File: src/rtl/arcade_input_pkg.sv
// Shared constants for the galaxian input-conditioning stage.
// Scan codes, CSJUDLR and joystick bit indices, coin FSM states.
package arcade_input_pkg;

  localparam logic [7:0] KEY_UP    = 8'h75;
  localparam logic [7:0] KEY_DOWN  = 8'h72;
  localparam logic [7:0] KEY_LEFT  = 8'h6B;
  localparam logic [7:0] KEY_RIGHT = 8'h74;
  localparam logic [7:0] KEY_SPACE = 8'h29;
  localparam logic [7:0] KEY_LCTRL = 8'h14;
  localparam logic [7:0] KEY_F1    = 8'h05;
  localparam logic [7:0] KEY_1     = 8'h16;
  localparam logic [7:0] KEY_F2    = 8'h06;
  localparam logic [7:0] KEY_2     = 8'h1E;
  localparam logic [7:0] KEY_5     = 8'h2E;
  localparam logic [7:0] KEY_6     = 8'h36;
  localparam logic [7:0] KEY_R     = 8'h2D;
  localparam logic [7:0] KEY_F     = 8'h2B;
  localparam logic [7:0] KEY_D     = 8'h23;
  localparam logic [7:0] KEY_G     = 8'h34;
  localparam logic [7:0] KEY_A     = 8'h1C;
  localparam logic [7:0] KEY_T     = 8'h2C;

  localparam int B_COIN  = 6;
  localparam int B_START = 5;
  localparam int B_FIRE  = 4;
  localparam int B_UP    = 3;
  localparam int B_DOWN  = 2;
  localparam int B_LEFT  = 1;
  localparam int B_RIGHT = 0;

  localparam int J_RIGHT  = 0;
  localparam int J_LEFT   = 1;
  localparam int J_DOWN   = 2;
  localparam int J_UP     = 3;
  localparam int J_FIRE   = 4;
  localparam int J_START1 = 5;
  localparam int J_START2 = 6;
  localparam int J_COIN   = 7;

  localparam int K_UP      = 0;
  localparam int K_DOWN    = 1;
  localparam int K_LEFT    = 2;
  localparam int K_RIGHT   = 3;
  localparam int K_FIRE_A  = 4;
  localparam int K_FIRE_B  = 5;
  localparam int K_ST1_A   = 6;
  localparam int K_ST1_B   = 7;
  localparam int K_ST2_A   = 8;
  localparam int K_ST2_B   = 9;
  localparam int K_COIN1   = 10;
  localparam int K_COIN2   = 11;
  localparam int K_P2_UP   = 12;
  localparam int K_P2_DOWN = 13;
  localparam int K_P2_LEFT = 14;
  localparam int K_P2_RGT  = 15;
  localparam int K_P2_FIRE = 16;
  localparam int K_SERVICE = 17;
  localparam int K_NUM     = 18;

  typedef enum logic [1:0] {
    IDLE,
    PULSE,
    GAP
  } coin_state_t;

  // udlr = {up,down,left,right}; horizontal cabinet turns the stick
  function automatic logic [3:0] remap(
    input logic       rot,
    input logic [3:0] udlr
  );
    return rot ? {udlr[1], udlr[0], udlr[2], udlr[3]} : udlr;
  endfunction

endpackage

File: src/rtl/arcade_input_ctrl_coin_pulser.sv
// Fixed-width coin pulse generator with one-deep pending request.
// Rising edge of req starts a pulse; a forced low gap follows.
module coin_pulser
  import arcade_input_pkg::*;
#(
  parameter int COIN_PULSE_CYC = 600000,
  parameter int COIN_GAP_CYC   = 600000
) (
  input  logic clk_sys,
  input  logic reset,
  input  logic req,
  output logic coin
);

  localparam int MAXC = (COIN_PULSE_CYC > COIN_GAP_CYC) ?
                        COIN_PULSE_CYC : COIN_GAP_CYC;
  localparam int CW = $clog2(MAXC + 1);
  localparam logic [CW-1:0] P_LAST = CW'(COIN_PULSE_CYC - 1);
  localparam logic [CW-1:0] G_LAST = CW'(COIN_GAP_CYC - 1);

  coin_state_t   state, state_n;
  logic [CW-1:0] cnt, cnt_n;
  logic          pend, pend_n;
  logic          req_q;
  logic          req_rise;

  assign req_rise = req & ~req_q;
  assign coin     = (state == PULSE);

  always_ff @(posedge clk_sys) begin
    if (reset) begin
      state <= IDLE;
      cnt   <= '0;
      pend  <= 1'b0;
      req_q <= 1'b0;
    end else begin
      state <= state_n;
      cnt   <= cnt_n;
      pend  <= pend_n;
      req_q <= req;
    end
  end

  always_comb begin
    state_n = state;
    cnt_n   = cnt;
    pend_n  = pend;
    unique case (state)
      IDLE: begin
        if (req_rise) begin
          state_n = PULSE;
          cnt_n   = '0;
        end
      end
      PULSE: begin
        pend_n = pend | req_rise;
        if (cnt == P_LAST) begin
          state_n = GAP;
          cnt_n   = '0;
        end else begin
          cnt_n = cnt + 1'b1;
        end
      end
      GAP: begin
        if (cnt == G_LAST) begin
          cnt_n   = '0;
          pend_n  = 1'b0;
          state_n = (pend | req_rise) ? PULSE : IDLE;
        end else begin
          cnt_n  = cnt + 1'b1;
          pend_n = pend | req_rise;
        end
      end
      default: begin
        state_n = IDLE;
        cnt_n   = '0;
        pend_n  = 1'b0;
      end
    endcase
  end

endmodule

File: src/rtl/arcade_input_ctrl.sv
// PS/2 + joystick conditioning for the galaxian core.
// Held key states, orientation remap and debounced coin pulses.
module arcade_input_ctrl
  import arcade_input_pkg::*;
#(
  parameter int COIN_PULSE_CYC = 600000,
  parameter int COIN_GAP_CYC   = 600000
) (
  input  logic        clk_sys,
  input  logic        reset,
  input  logic [10:0] ps2_key,
  input  logic [15:0] joystick_0,
  input  logic [15:0] joystick_1,
  input  logic        rotate,
  output logic [6:0]  p1_csjudlr,
  output logic [6:0]  p2_csjudlr,
  output logic        service
);

  logic             old_toggle;
  logic             key_evt;
  logic [K_NUM-1:0] keys;
  logic [K_NUM-1:0] key_sel;
  logic [7:0]       code;
  logic             ext;
  logic [3:0]       p1_raw, p2_raw;
  logic             p1_start, p2_start;
  logic             p1_fire, p2_fire;
  logic             p1_coin_req, p2_coin_req;
  logic [5:0]       p1_q, p2_q;
  logic             p1_coin, p2_coin;
  logic             unused_joy;

  assign code    = ps2_key[7:0];
  assign ext     = ps2_key[8];
  assign key_evt = ps2_key[10] != old_toggle;

  assign unused_joy = ^{joystick_0[15:8], joystick_1[15:8],
                        joystick_1[J_START1]};

  always_comb begin
    key_sel = '0;
    unique case (1'b1)
      code == KEY_UP:           key_sel[K_UP]      = 1'b1;
      code == KEY_DOWN:         key_sel[K_DOWN]    = 1'b1;
      code == KEY_LEFT:         key_sel[K_LEFT]    = 1'b1;
      code == KEY_RIGHT:        key_sel[K_RIGHT]   = 1'b1;
      !ext && code == KEY_SPACE: key_sel[K_FIRE_A] = 1'b1;
      !ext && code == KEY_LCTRL: key_sel[K_FIRE_B] = 1'b1;
      !ext && code == KEY_F1:   key_sel[K_ST1_A]   = 1'b1;
      !ext && code == KEY_1:    key_sel[K_ST1_B]   = 1'b1;
      !ext && code == KEY_F2:   key_sel[K_ST2_A]   = 1'b1;
      !ext && code == KEY_2:    key_sel[K_ST2_B]   = 1'b1;
      !ext && code == KEY_5:    key_sel[K_COIN1]   = 1'b1;
      !ext && code == KEY_6:    key_sel[K_COIN2]   = 1'b1;
      !ext && code == KEY_R:    key_sel[K_P2_UP]   = 1'b1;
      !ext && code == KEY_F:    key_sel[K_P2_DOWN] = 1'b1;
      !ext && code == KEY_D:    key_sel[K_P2_LEFT] = 1'b1;
      !ext && code == KEY_G:    key_sel[K_P2_RGT]  = 1'b1;
      !ext && code == KEY_A:    key_sel[K_P2_FIRE] = 1'b1;
      !ext && code == KEY_T:    key_sel[K_SERVICE] = 1'b1;
      default:                  key_sel = '0;
    endcase
  end

  always_ff @(posedge clk_sys) begin
    if (reset) begin
      old_toggle <= ps2_key[10];
      keys       <= '0;
    end else begin
      old_toggle <= ps2_key[10];
      if (key_evt)
        keys <= (keys & ~key_sel) | (key_sel & {K_NUM{ps2_key[9]}});
    end
  end

  assign p1_raw = {
    keys[K_UP]    | joystick_0[J_UP],
    keys[K_DOWN]  | joystick_0[J_DOWN],
    keys[K_LEFT]  | joystick_0[J_LEFT],
    keys[K_RIGHT] | joystick_0[J_RIGHT]
  };
  assign p2_raw = {
    keys[K_P2_UP]   | joystick_1[J_UP],
    keys[K_P2_DOWN] | joystick_1[J_DOWN],
    keys[K_P2_LEFT] | joystick_1[J_LEFT],
    keys[K_P2_RGT]  | joystick_1[J_RIGHT]
  };

  assign p1_fire  = keys[K_FIRE_A] | keys[K_FIRE_B] | joystick_0[J_FIRE];
  assign p2_fire  = keys[K_P2_FIRE] | joystick_1[J_FIRE];
  assign p1_start = keys[K_ST1_A] | keys[K_ST1_B] | joystick_0[J_START1];
  assign p2_start = keys[K_ST2_A] | keys[K_ST2_B] |
                    joystick_1[J_START2] | joystick_0[J_START2];

  // pressing either start also drops a coin for convenience
  assign p1_coin_req = keys[K_COIN1] | joystick_0[J_COIN] |
                       p1_start | p2_start;
  assign p2_coin_req = keys[K_COIN2] | joystick_1[J_COIN];

  always_ff @(posedge clk_sys) begin
    if (reset) begin
      p1_q    <= '0;
      p2_q    <= '0;
      service <= 1'b0;
    end else begin
      p1_q    <= {p1_start, p1_fire, remap(rotate, p1_raw)};
      p2_q    <= {p2_start, p2_fire, remap(rotate, p2_raw)};
      service <= keys[K_SERVICE];
    end
  end

  coin_pulser #(
    .COIN_PULSE_CYC(COIN_PULSE_CYC),
    .COIN_GAP_CYC  (COIN_GAP_CYC)
  ) u_coin1 (
    .clk_sys(clk_sys),
    .reset  (reset),
    .req    (p1_coin_req),
    .coin   (p1_coin)
  );

  coin_pulser #(
    .COIN_PULSE_CYC(COIN_PULSE_CYC),
    .COIN_GAP_CYC  (COIN_GAP_CYC)
  ) u_coin2 (
    .clk_sys(clk_sys),
    .reset  (reset),
    .req    (p2_coin_req),
    .coin   (p2_coin)
  );

  assign p1_csjudlr = {p1_coin, p1_q};
  assign p2_csjudlr = {p2_coin, p2_q};

endmodule
File: config.mk
export PLATFORM = sky130hd
export DESIGN_NAME = arcade_input_ctrl
export DESIGN_NICKNAME = d
export VERILOG_FILES = /design/src/rtl/arcade_input_pkg.sv /design/src/rtl/arcade_input_ctrl_coin_pulser.sv /design/src/rtl/arcade_input_ctrl.sv
export SDC_FILE = /design/constraint.sdc
export NUM_CORES = 1
export LEC_CHECK = 0
export ABC_AREA = 1
export CAP_MARGIN = 20
export CORE_MARGIN = 5
export CORE_UTILIZATION = 59
export DETAILED_ROUTE_END_ITERATION = 12
export GPL_ROUTABILITY_DRIVEN = 0
export PLACE_DENSITY = 0.85
export SKIP_LAST_GASP = 1
export SYNTH_ARGS = -nofsm -noshare
export SYNTH_HDL_FRONTEND = slang
export SYNTH_SLANG_ARGS = --single-unit
File: constraint.sdc
create_clock -name clk_sys -period 2.3 [get_ports clk_sys]
set_input_delay 0.345 -clock clk_sys [delete_from_list [all_inputs] [get_ports clk_sys]]
set_output_delay 0.345 -clock clk_sys [all_outputs]
set_load 0.01 [all_outputs]
# Word level (Yosys, flattened, before mapping)

Index checks and enable logic that the tools add are counted.

Add/subtract/negate cells: 2
Equality and inequality tests: 31
Multiplexer cells: 40
Bitwise gates (word level): 30
Reductions and logical operators: 21

Operator list:

| cell                                                | number |
|---|---|
| 2-to-1 mux 20 bit                                   | 4 |
| one-hot mux 20 bit (2 select lines)                 | 2 |
| equality test 8 x 6 -> 1 bit, second input constant | 8 |
| adder 20 x 1 -> 20 bit, second input constant       | 2 |
| equality test 20 bit, second input constant         | 2 |
| bitwise AND 18 bit                                  | 2 |
| equality test 8 x 5 -> 1 bit, second input constant | 4 |
| equality test 8 x 7 -> 1 bit, second input constant | 4 |
| 2-to-1 mux 1 bit                                    | 22 |
| bitwise OR 1 bit                                    | 22 |
| NOT 18 bit                                          | 1 |
| bitwise OR 18 bit                                   | 1 |
| equality test 8 x 3 -> 1 bit, second input constant | 2 |
| logical AND 1 bit                                   | 14 |
| 2-to-1 mux 2 bit                                    | 6 |
| != test 2 x 1 -> 1 bit, second input constant       | 6 |
| one-hot mux 2 bit (3 select lines)                  | 2 |
| 2-to-1 mux 4 bit                                    | 2 |
| one-hot mux 1 bit (3 select lines)                  | 2 |
| AND reduction 3 bit                                 | 2 |
| equality test 2 x 1 -> 1 bit, second input constant | 2 |
| equality test 2 bit, second input constant          | 2 |
| logical NOT 2 bit                                   | 2 |
| OR reduction 2 bit                                  | 2 |
| 4 further kinds                                     | 6 |

Flip-flop bits (word level): 80
Input port bits: 46
Output and inout port bits: 15
Logic and storage cells: 137

# Logic depth before layout (Yosys ltp)

Depth in word-level cells: 9
Depth in mapped cells: 12
Depth with buffers taken out: 11

# Hierarchy

From an unflattened synthesis, not the netlist that was laid out.

Cell total of the unflattened synthesis: 669
Area total of the unflattened synthesis: 4384.2 sq um

By module, submodules not included:

| module            | instances | cells an instance | area each (sq um) | seq. area each (sq um) |
|---|---|---|---|---|
| coin_pulser       | 2         | 219               | 1423.9            | 480.5 |
| arcade_input_ctrl | 1         | 231               | 1536.5            | 640.6 |

# Worst setup path before layout

No wires, ideal clock.

Path type: flip-flop to flip-flop
From: register u_coin1.cnt[0]
To: register u_coin1.cnt[10]
Setup time: 0.116 ns
Data arrival time: 1.372 ns
Path slack: 0.812 ns
Stages on the path, launching flop included: 10
Clock period less this slack: 1.488 ns
Path through: dfxtp_1 ha_1 nand4_1 nor2_1 nand3_1 nand2_1 nand2_1 nand2_1 buf_4 nor3_2

Longest elaborated chain between the ends: 3
Elaborated cells between the ends (all ways): 4
Those cells by class: add/sub: 1; eq/ne: 1; mux: 2

RTL lines:

| item                                                                  | RTL line                                                                 | text |
|---|---|---|
| start, declared                                                       | arcade_input_ctrl_coin_pulser.sv:22                                      | `logic [CW-1:0] cnt, cnt_n;` |
| start signal, assigned                                                | arcade_input_ctrl_coin_pulser.sv:38                                      | `cnt <= cnt_n;` |
| adder 20 x 1 -> 20 bit / equality test 20 bit (equally long branches) | --                                                                       |  |
| 2-to-1 mux 20 bit *                                                   | arcade_input_ctrl_coin_pulser.sv:57, arcade_input_ctrl_coin_pulser.sv:65 |  |
| one-hot mux 20 bit (2 select lines) *                                 | arcade_input_ctrl_coin_pulser.sv:48                                      | `unique case (state)` |

Mark *: on every way between the ends. The rest lies on a longest branch, timed or not.
A chain may end at the register's enable or synchronous reset.

# Worst setup path in the final report

From: register u_coin1.state[1]
To: output p1_csjudlr[6]

Longest elaborated chain between the ends: 1

RTL lines:

| item                         | RTL line                            | text |
|---|---|---|
| start, declared              | arcade_input_ctrl_coin_pulser.sv:21 | `coin_state_t state, state_n;` |
| start signal, assigned       | arcade_input_ctrl_coin_pulser.sv:37 | `state <= state_n;` |
| equality test 2 x 1 -> 1 bit | arcade_input_ctrl_coin_pulser.sv:28 | `assign coin = (state == PULSE);` |
| end, declared                | arcade_input_ctrl.sv:15             | `output logic [6:0] p1_csjudlr,` |

No other way between the ends.

==> flow_results.org <==
** Outcome
- The run finished with clean final reports.

** Drt
- In the routed layout, each cell is associated on average with a via count of 5.427.
- DR pass1 iterations :: 5
- The count of nets left with antenna violations once routing finished came out at 0.
- Detailed Route WL :: 9724 um
- After detailed routing, the number of remaining DRC violations is 0.
- After the first detailed-routing iteration, the DRC count stood at 360.
- Vias :: 4228
- After detailed routing, the average wire length per cell comes to 12.48 um.

** Min path
- Cells on Worst Hold Path :: 2
- Hold crit path type :: reg -> reg
- The path with the worst hold slack has its endpoint at service$_SDFF_PP0_.

** Floorplanning
- Std-Cell Core Area :: 7176 um^2
- DIE HEIGHT :: 95.25 um
- Area of the die :: 9073 um^2
- The floorplan has 31 rows.
- The initial utilization of the core area, before any placement, comes to 0.5976.
- Pin placement for this block handled 61 I/O pins.
- Horizontal die dimension :: 95.25 um

** CTS
- Clock-pin slew was measured on the worst setup and hold paths at 0.09 ns.
- TritonCTS built the clock tree.
- Buffers added to address setup during post-CTS repair amount to 0.
- Sink Count :: 80
- Clock root buffer master :: clkbuf_8
- Number of clock buffers inserted by TritonCTS :: 9
- Number of buffers inserted by hold repair at cts :: 0
- The H-tree was split into 3 levels.
- Worst-case clock buffer depth :: 2
- The clock reaches the later pin of the worst-skew pair after 0.34 ns.
- Gates resized during post-CTS repair numbered 0.

** Critical path
- The worst setup path is captured at an output port.
- Req. time, crit path :: 1.96 ns
- The largest individual stage delay along the critical path comes from the cell clkdlybuf4s50_1.
- Of all nets on the critical path, the largest fanout is 4.
- Critical Path AT :: 1.58 ns
- Worst setup slack for register-to-register paths :: 0.48 ns
- Kind of launch point of the worst setup path :: flop
- Stage delay of the slowest cell on the critical path :: 0.57 ns
- The worst setup path is of the reg -> out kind.
- Worst-path cell chain :: inv_1 -> ha_1 -> clkdlybuf4s50_1
- Endpoint of the worst-slack reg-to-reg timing path :: u_coin1.cnt[2]$_SDFFE_PP0P_
- The worst register-to-register path has a depth of 9.
- The worst register-to-register path begins at u_coin1.cnt[0]$_SDFFE_PP0P_.

** Pwr
- PwrDens :: 738.8 nW/um^2
- IR Drop Worst-Case VDD :: 0.0004672 V
- The analysis attributes to net switching a power of 1290 uW.
- Sequential group share of total power :: 0.410
- For this design the static power due to leakage is 0.001863 uW.
- Pint :: 2418 uW
- Proportion of power drawn by combinational gates :: 0.306
- Portion of total power attributed to the clock network :: 0.284
- Switching power share of the total :: 0.3479

** Finish
- Layout cell share with drive strength beyond 1 :: 0.09853
- Compared with the post-synthesis result, the final layout area differs by 17.04%.
- The repair_antennas step left the layout with diodes totalling 0.
- Final std cells w/o fill :: 779
- Total Nets Final :: 731

** Timing
- For this run, the top clock speed supported by timing is 520.0 MHz.
- The total count of max-transition violations in the final report came to 0.
- Dividing the final minimum period by the clock period gives 0.8362.
- Setup repair after global routing left no endpoint under its margin.
- Headroom to the max-slew limit :: 0.6505
- Hold slack final :: 0.4297 ns
- On the final layout, the worst clock skew is 0.01582 ns.
- Hold Violations, Final :: 0
- Finish-stage setup viols :: 0
- Total negative slack :: 0 ns
- Slew of the pin with the lowest slew margin :: 0.5194 ns
- Final worst path period need :: 1.923 ns

** Placed design
- Count of port buffers added during placement :: 43
- Number of placed cells counting well taps :: 763
- Summed over all nets, the half-perimeter wirelength after detailed placement is 7269 um.

** Synthesis
- Most used flip-flop cell after synthesis :: dfxtp_1
- Synthesis produced 628 cells.
- Yosys top cell by area :: dfxtp_1
- Of all flip-flops after synthesis, the portion carrying an async set or reset was 0.
- Post-synth EDFFs :: 0
- The share of synthesized area in the top cell type comes to 0.3735.
- For this run, the register share of the synthesized area comes to 0.3735.
- Yosys attributes the largest share of cell area to dfxtp_1 (37%), nand2_1 (11%), nor2_1 (9.1%).
- For this run, the number of Yosys warnings is 0.
- Unique cell type count in the Yosys netlist :: 44
- The number of nets handed over by synthesis was 684.
- Average size of a mapped cell :: 6.828 um^2
- In this run, synthesis produced a sequential element count of 80.
- Synthesized cell area :: 4288 um^2

** Run
- Count of max-cap constraint violations :: 0

** GRT
- GRT Residual Overflow :: 0
- The first global-routing pass estimated 16940 um of wire.
- Total track usage :: 0.2290
- Antenna violations before repair :: 0
- Entering global routing, the biggest net connects 27 pins.
- Vias in the first global route :: 3931
## worst max-delay path by stage
stage                                   end  depth (start not counted)                          start
2_1_floorplan  u_coin1.cnt[10]$_SDFFE_PP0P_                          9    u_coin1.cnt[0]$_SDFFE_PP0P_
3_3_place_gp   u_coin2.cnt[17]$_SDFFE_PP0P_                          9                  joystick_1[7]
3_5_place_dp   u_coin2.cnt[17]$_SDFFE_PP0P_                          9                  joystick_1[7]
4_1_cts                       p1_csjudlr[6]                          3  u_coin1.state[1]$_SDFFE_PP0P_
5_1_grt                       p1_csjudlr[6]                          3  u_coin1.state[1]$_SDFFE_PP0P_
6_report                      p1_csjudlr[6]                          3  u_coin1.state[1]$_SDFFE_PP0P_
## layout by cell type (no fill, tap or decap), types with 3 or more instances in the layout
cell,n
nand4_1,17
clkdlybuf4s50_1,43
o21ai_1,3
nand3_2,5
buf_4,6
or2_2,10
nand3_1,41
nor3_1,26
nand2_1,121
dfxtp_1,80
nor2_2,10
ha_1,10
nor2_1,104
inv_1,75
xor2_1,3
nor3_2,4
o21ai_0,27
a21oi_1,45
clkbuf_8,10
nand2_2,5
nor4_1,3
clkinv_4,4
## area by class of cell
cell class / instances / area (um^2)
clock buffers: 10 / 137.6
clock inverters: 6 / 68.82
fillers: 605 / 2157
inverters: 78 / 297.8
multi-input cells: 456 / 2293
flip-flops and latches: 80 / 1602
well taps: 99 / 123.9
repair buffers: 50 / 495.5
## stage by stage
step	worst slack (ns)	area (um^2)	util	total power, uW
after floorplan	0.8119	4288	-	2379
final	0.3768	5019	0.6994	3708
after detailed placement	0.3063	4812	0.6706	2670
after CTS	0.3710	5019	0.6994	3714
after global placement	0.3627	4812	0.6706	2626
after global routing	0.2896	5019	0.6994	3935
## synthesized netlist by cell type (4+ instances only)
| library cell | n |
|---|---|
| ha_1 | 10 |
| nand2_2 | 5 |
| o21ai_0 | 27 |
| nor2_1 | 104 |
| buf_6 | 4 |
| nand3_2 | 5 |
| nand4_1 | 17 |
| nor3_1 | 26 |
| nand2_1 | 121 |
| clkbuf_1 | 6 |
| a21oi_1 | 45 |
| dfxtp_1 | 80 |
| inv_1 | 75 |
| nor3_2 | 4 |
| nor2_2 | 10 |
| or2_2 | 10 |
| nand3_1 | 41 |
## kinds of logic after synthesis
| group | synth area share |
|---|---|
| simple gates | 0.3828 |
| buf+inv | 0.09162 |
| compound gates | 0.1088 |
| flops | 0.3735 |
| fa+ha+maj | 0.02918 |
| xor+xnor | 0.01401 |
## routing by layer
metal  vias up  track usage  part of all wire
met3        29      0.04262             0.062
met4         0      0.08293             0.021
li1       2128            -                 -
met1      1902       0.2795              0.43
met5         -            0                 0
met2       169       0.4000              0.48
## worst max-delay path: cells and delay by family (launching register included)
| kind | cells | cell delay (ns) |
|---|---|---|
| flip-flops | 1 | 0.35 |
| adder cells (fa/ha/maj) | 1 | 0.24 |
| buffers and inverters | 2 | 0.66 |
## power by group through the flow
stage	clock network (uW)	logic [uW]	registers, uW
after floorplan	0	832	1550
after global placement	0	1080	1550
after detailed placement	0	1120	1550
after CTS	1070	1120	1520
after global routing	1150	1260	1530
final	1050	1140	1520
Note: power is estimated with default switching activity, not from simulation.
